==> src/rtl/pipe_hazard_ctrl_if.sv <==
// Request/status bundle between a pipeline core (master) and its hazard controller (slave).
interface pipe_hazard_ctrl_if #(
    parameter int NSTAGES = 5,
    parameter int CNT_W   = 32,
    parameter int SEL_W   = $clog2(NSTAGES)
);
    logic [NSTAGES-1:0] src_stall;
    logic               freeze;
    logic               redir_valid;
    logic [SEL_W-1:0]   redir_stage;
    logic               clear_cnt;
    logic [SEL_W-1:0]   cnt_sel;
    logic [NSTAGES-1:0] stall;
    logic [NSTAGES-1:0] flush;
    logic [NSTAGES-1:0] flush_pending;
    logic [CNT_W-1:0]   cnt_data;
    logic               wdog_trip;

    modport master (
        output src_stall, freeze, redir_valid, redir_stage, clear_cnt, cnt_sel,
        input  stall, flush, flush_pending, cnt_data, wdog_trip
    );

    modport slave (
        input  src_stall, freeze, redir_valid, redir_stage, clear_cnt, cnt_sel,
        output stall, flush, flush_pending, cnt_data, wdog_trip
    );
endinterface

==> src/rtl/pipe_hazard_ctrl.sv <==
// Stall/flush controller for an N-stage in-order pipeline with pending-flush
// tracking, per-stage stall counters and a fetch-stall watchdog.
module pipe_hazard_ctrl #(
    parameter int NSTAGES    = 5,
    parameter int CNT_W      = 32,
    parameter int WDOG_LIMIT = 1024,
    parameter int SEL_W      = $clog2(NSTAGES)
) (
    input  logic               clock,
    input  logic               reset,
    pipe_hazard_ctrl_if.slave  bus
);
    localparam int WDOG_W = (WDOG_LIMIT > 0) ? $clog2(WDOG_LIMIT + 1) : 1;
    localparam logic [WDOG_W-1:0] WDOG_MAX = WDOG_W'(WDOG_LIMIT);

    logic [NSTAGES-1:0] stall_raw;
    logic [NSTAGES-1:0] target_now;
    logic [NSTAGES-1:0] flush_raw;
    logic [NSTAGES-1:0] pend_q, pend_d;
    logic [CNT_W-1:0]   cnt_q [NSTAGES];
    logic [CNT_W-1:0]   cnt_d [NSTAGES];
    logic [WDOG_W-1:0]  wcnt_q, wcnt_d;
    logic               trip_q, trip_d;
    logic               redir_in_range;
    logic               redir_stall;
    logic               redir_accept;
    logic [CNT_W-1:0]   cnt_mux;

    // A stage stalls if it or any older-in-pipeline (downstream) stage requests it.
    genvar gi;
    generate
        for (gi = 0; gi < NSTAGES; gi++) begin : g_stage
            assign stall_raw[gi]  = bus.freeze | (|bus.src_stall[NSTAGES-1:gi]);
            assign target_now[gi] = redir_accept &&
                                    ({1'b0, bus.redir_stage} > (SEL_W+1)'(gi));
        end
    endgenerate

    assign redir_in_range = (bus.redir_stage != '0) &&
                            ({1'b0, bus.redir_stage} < (SEL_W+1)'(NSTAGES));

    always_comb begin
        redir_stall = 1'b0;
        cnt_mux     = '0;
        for (int i = 0; i < NSTAGES; i++) begin
            if (bus.redir_stage == SEL_W'(i)) redir_stall = stall_raw[i];
            if (bus.cnt_sel == SEL_W'(i))     cnt_mux     = cnt_q[i];
        end
    end

    assign redir_accept = bus.redir_valid && redir_in_range && !redir_stall;
    assign flush_raw    = (target_now | pend_q) & ~stall_raw;

    always_comb begin
        pend_d = (pend_q | (target_now & stall_raw)) & ~flush_raw;
        for (int i = 0; i < NSTAGES; i++) begin
            cnt_d[i] = cnt_q[i];
            if (bus.clear_cnt)
                cnt_d[i] = '0;
            else if (stall_raw[i] && (cnt_q[i] != '1))
                cnt_d[i] = cnt_q[i] + 1'b1;
        end
        wcnt_d = '0;
        trip_d = trip_q;
        if (WDOG_LIMIT > 0 && stall_raw[0]) begin
            wcnt_d = (wcnt_q == WDOG_MAX) ? wcnt_q : wcnt_q + 1'b1;
            if (wcnt_d == WDOG_MAX) trip_d = 1'b1;
        end
    end

    always_ff @(posedge clock or posedge reset) begin
        if (reset) begin
            pend_q <= '0;
            wcnt_q <= '0;
            trip_q <= 1'b0;
            for (int i = 0; i < NSTAGES; i++) cnt_q[i] <= '0;
        end else begin
            pend_q <= pend_d;
            wcnt_q <= wcnt_d;
            trip_q <= trip_d;
            for (int i = 0; i < NSTAGES; i++) cnt_q[i] <= cnt_d[i];
        end
    end

    // Reset forces the whole pipeline to hold with no bubbles.
    assign bus.stall         = reset ? '1 : stall_raw;
    assign bus.flush         = reset ? '0 : flush_raw;
    assign bus.flush_pending = pend_q;
    assign bus.cnt_data      = cnt_mux;
    assign bus.wdog_trip     = trip_q;
endmodule
==> src/flat_wrapper.sv <==
// flat-port wrapper written by rule: the top's interface ports become plain ports
module pipe_hazard_ctrl_flat 
#(
    parameter int NSTAGES    = 5,
    parameter int CNT_W      = 32,
    parameter int WDOG_LIMIT = 1024,
    parameter int SEL_W      = $clog2(NSTAGES)
)
  (clock, reset, bus_src_stall, bus_freeze, bus_redir_valid, bus_redir_stage, bus_clear_cnt, bus_cnt_sel, bus_stall, bus_flush, bus_flush_pending, bus_cnt_data, bus_wdog_trip);
  pipe_hazard_ctrl_if #(.NSTAGES(NSTAGES), .CNT_W(CNT_W), .SEL_W(SEL_W)) bus_i ();
  input  logic clock;
  input  logic reset;
  input wire logic [$bits(bus_i.src_stall)-1:0] bus_src_stall;
  input wire logic [$bits(bus_i.freeze)-1:0] bus_freeze;
  input wire logic [$bits(bus_i.redir_valid)-1:0] bus_redir_valid;
  input wire logic [$bits(bus_i.redir_stage)-1:0] bus_redir_stage;
  input wire logic [$bits(bus_i.clear_cnt)-1:0] bus_clear_cnt;
  input wire logic [$bits(bus_i.cnt_sel)-1:0] bus_cnt_sel;
  output wire logic [$bits(bus_i.stall)-1:0] bus_stall;
  output wire logic [$bits(bus_i.flush)-1:0] bus_flush;
  output wire logic [$bits(bus_i.flush_pending)-1:0] bus_flush_pending;
  output wire logic [$bits(bus_i.cnt_data)-1:0] bus_cnt_data;
  output wire logic [$bits(bus_i.wdog_trip)-1:0] bus_wdog_trip;
  assign bus_i.src_stall = bus_src_stall;
  assign bus_i.freeze = bus_freeze;
  assign bus_i.redir_valid = bus_redir_valid;
  assign bus_i.redir_stage = bus_redir_stage;
  assign bus_i.clear_cnt = bus_clear_cnt;
  assign bus_i.cnt_sel = bus_cnt_sel;
  assign bus_stall = bus_i.stall;
  assign bus_flush = bus_i.flush;
  assign bus_flush_pending = bus_i.flush_pending;
  assign bus_cnt_data = bus_i.cnt_data;
  assign bus_wdog_trip = bus_i.wdog_trip;
  pipe_hazard_ctrl #(.NSTAGES(NSTAGES), .CNT_W(CNT_W), .WDOG_LIMIT(WDOG_LIMIT), .SEL_W(SEL_W)) u_core (.clock(clock), .reset(reset), .bus(bus_i));
endmodule
==> config.mk <==
export PLATFORM = sky130hd
export DESIGN_NAME = pipe_hazard_ctrl_flat
export DESIGN_NICKNAME = d
export VERILOG_FILES = /design/src/rtl/pipe_hazard_ctrl_if.sv /design/src/rtl/pipe_hazard_ctrl.sv /design/src/flat_wrapper.sv
export SDC_FILE = /design/constraint.sdc
export NUM_CORES = 1
export LEC_CHECK = 0
export CORE_ASPECT_RATIO = 2
export CORE_MARGIN = 1
export CORE_UTILIZATION = 42
export CTS_BUF_LIST = sky130_fd_sc_hd__clkbuf_2 sky130_fd_sc_hd__clkbuf_4 sky130_fd_sc_hd__clkbuf_8
export DETAILED_ROUTE_END_ITERATION = 10
export SYNTH_ARGS = -nofsm -noshare
export SYNTH_HDL_FRONTEND = slang
export SYNTH_SLANG_ARGS = --single-unit
==> constraint.sdc <==
create_clock -name clock -period 7.8 [get_ports clock]
set_clock_uncertainty 0.05 [all_clocks]
set_input_delay 1.56 -clock clock [delete_from_list [all_inputs] [get_ports clock]]
set_output_delay 1.56 -clock clock [all_outputs]
set_load 0.03 [all_outputs]
==> run metrics <==
status finished, final reports clean; Final min period 6260 ps; worst min-delay path category reg -> reg; maximum vdd drop 0.0983 mV; DR iter-0 viols 691; Cell variety after synth 64; die area 27000 um2; CTS Sinks 177; Max stage delay cell, worst path clkdlybuf4s50_1; I/O pin count 64; hold_ws 428 ps; crit path to bus_cnt_data[30]; pin count of the biggest net entering global routing 179; Syn Area/Cell 8.66 um2; Critical Path RT 6190 ps; WP data arrival 4650 ps; die width 117 um; period utilisation layout 80.2%; critical path startpoint bus_cnt_sel[2]; post-synthesis register bit count 177; pre-CTS setup slack 1550 ps; Syn Nets 1301; routed wire length 35100 um; CTS tree built; placed insts 1630; # DRC 0; Inserted Clock Buffers 17; Clk Latency, worst-skew pair 510 ps; total number of vias 10400; Placer Congestion 0.968; final setup margin 1540 ps; Post-synth EDFFs 0; Syn Inst Count 1278; synthesis-to-layout area growth 12.7%; Routed WL per cell 21.1 um; clock root buffer clkbuf_8; CP max stage delay 910 ps; Worst Path Max Fanout 15; most common cell after layout, fill and taps aside dfrtp_1; RSZ-0062 raised after global routing false; area of the mapped netlist 11100 um2; FF-to-FF setup slack 4400 ps; maxcap violations 0; hold_sp u_core.bus.wdog_trip; initial antenna violation count 0; relative slew slack 20.9%; first-pass GRT wire length 55600 um; # diodes 0; most common flop cell mapped by yosys dfrtp_1; initial core utilization 43.0%; Max Freq 160 MHz; DR vias/cell 6.26; layout cells sized above 1 7.27%; core area 25800 um2; FF-to-FF Start u_core.cnt_q[64]; final slew viol count 0; num rows 83; r2r worst-path depth 6; Pleak 4.38 nW; CP cell instances clkdlybuf4s50_1 > nor2b_1 > nor2b_1 > nand2_1 > o21ai_0 > clkdlybuf4s50_1; Final TNS setup 0 ps; pwr dens 160 nW/um2; 1st-pass router iterations 5; FFs w/ async S/R, synth 100%; postcts setup bufs 0; Final ANT Viol Nets 0; Crit Path Class in -> out; Reg-to-Reg End u_core.cnt_q[70]; Synth Warn # 0; number of global-route vias before repair 10000; endpoints failing setup 0; chip height 232 um; Final #Nets 1332; port bufs 63; total grt overflow 0; measured slew at the worst slew-check pin 1170 ps; Setup crit end kind output port; H-tree depth 4; Post-CTS Resized 0; Worst Setup Start Kind primary input; Total Routing Usage GR 27.3%; Clock Path Buffers 2; register area share after synthesis 40.0%; DPL Wire Length 25200 um; cts hold-fix bufs 0; final hold viol count 0; commonest cells after routing, fill and taps aside 177 x dfrtp_1, 133 x a21oi_1, 110 x nor2_1, 81 x nand2_1, 69 x o21ai_0; Worst-path clk slew 100 ps; count of non-filler cells in the finished layout 1661
## metal layers
metal | track usage, % | vias to the layer above | share of wire [%]
met5 | 0 | - | 0
met4 | 12.2 | 0 | 3.8
met3 | 4.31 | 61 | 3.6
met2 | 49.2 | 269 | 54
met1 | 31.0 | 5184 | 39
li1 | - | 4888 | -
## cells in the mapped netlist, drive strengths merged (5+ instances only)
library cell	number	area (um2)
mux2i	27	270
clkbuf	58	218
a31oi	7	43.8
o211ai	5	37.5
o22ai	22	138
nand4	36	231
ha	7	87.6
or4	50	375
inv	37	139
nor2b	16	100
xor2	11	96.3
a2111oi	7	61.3
nor4	21	138
nand2b	8	50.1
or2	9	56.3
or3	60	375
nor3	22	110
mux2	10	113
mux4	10	225
o21ai	70	350
and3	18	113
o31ai	50	380
and2	12	75.1
nand2	81	304
xnor2	30	263
a22oi	23	173
a21oi	133	666
nor2	111	417
nand3	66	330
dfrtp	177	4430
and4	17	149
buf	13	70.1
a211oi	13	103
## sequential cells by signal, indices dropped and copies added (netlist names)
register / flops
u_core.cnt_q: 160
u_core.wcnt_q: 11
u_core.bus.flush_pending: 5
u_core.bus.wdog_trip: 1
## per-stage QoR
step / power [mW] / area, um2 / utilization [%]
4_1_cts: 2.01 / 12500 / 48.4
3_5_place_dp: 1.26 / 12000 / 46.6
5_1_grt: 2.08 / 12500 / 48.4
2_1_floorplan: 1.17 / 11100 / -
6_report: 1.99 / 12500 / 48.4
3_3_place_gp: 1.25 / 12000 / 46.6
## power by group
part / total (mW) / switching (mW) / leakage (nW) / internal (mW)
sequential: 1.01 / 0.0527 / 2.44 / 0.954
clock: 0.751 / 0.354 / 0.228 / 0.397
combinational: 0.232 / 0.142 / 1.71 / 0.0901
## kinds of logic after synthesis
kind of cell | count (synthesis) | share of synthesized area (%)
buffers and inverters | 108 | 3.86
multiplexers | 47 | 5.50
AND/OR/NAND/NOR | 545 | 27.0
XOR/XNOR | 41 | 3.25
flip-flops | 177 | 40.0
AO/OA/AOI/OAI | 353 | 19.6
adder cells (fa/ha/maj) | 7 | 0.792
## worst max-delay path, delay by kind of cell
| family | cells | cell delay [ps] |
|---|---|---|
| AOI/OAI and AO/OA | 1 | 190 |
| buffers and inverters | 2 | 1640 |
| and+or+nand+nor | 3 | 1230 |
## worst min-delay path by stage
| stage | endpoint | slack [ps] | cells after the start |
|---|---|---|---|
| 5_1_grt | u_core.bus.wdog_trip | 460 | 1 |
| 4_1_cts | u_core.bus.wdog_trip | 440 | 1 |
| 3_3_place_gp | u_core.bus.wdog_trip | 410 | 1 |
| 6_report | u_core.bus.wdog_trip | 430 | 1 |
| 3_5_place_dp | u_core.bus.wdog_trip | 410 | 1 |
| 2_1_floorplan | u_core.wcnt_q[10] | 470 | 2 |
## area by class of cell
type	count	area (um2)
multi-input cells	993	6230
clock inverters	11	185
clock buffers	20	269
fillers	2652	13300
inverters	37	143
flip-flops and latches	177	4430
well taps	340	425
repair buffers	83	786
Power figures use the tool's default switching activity.
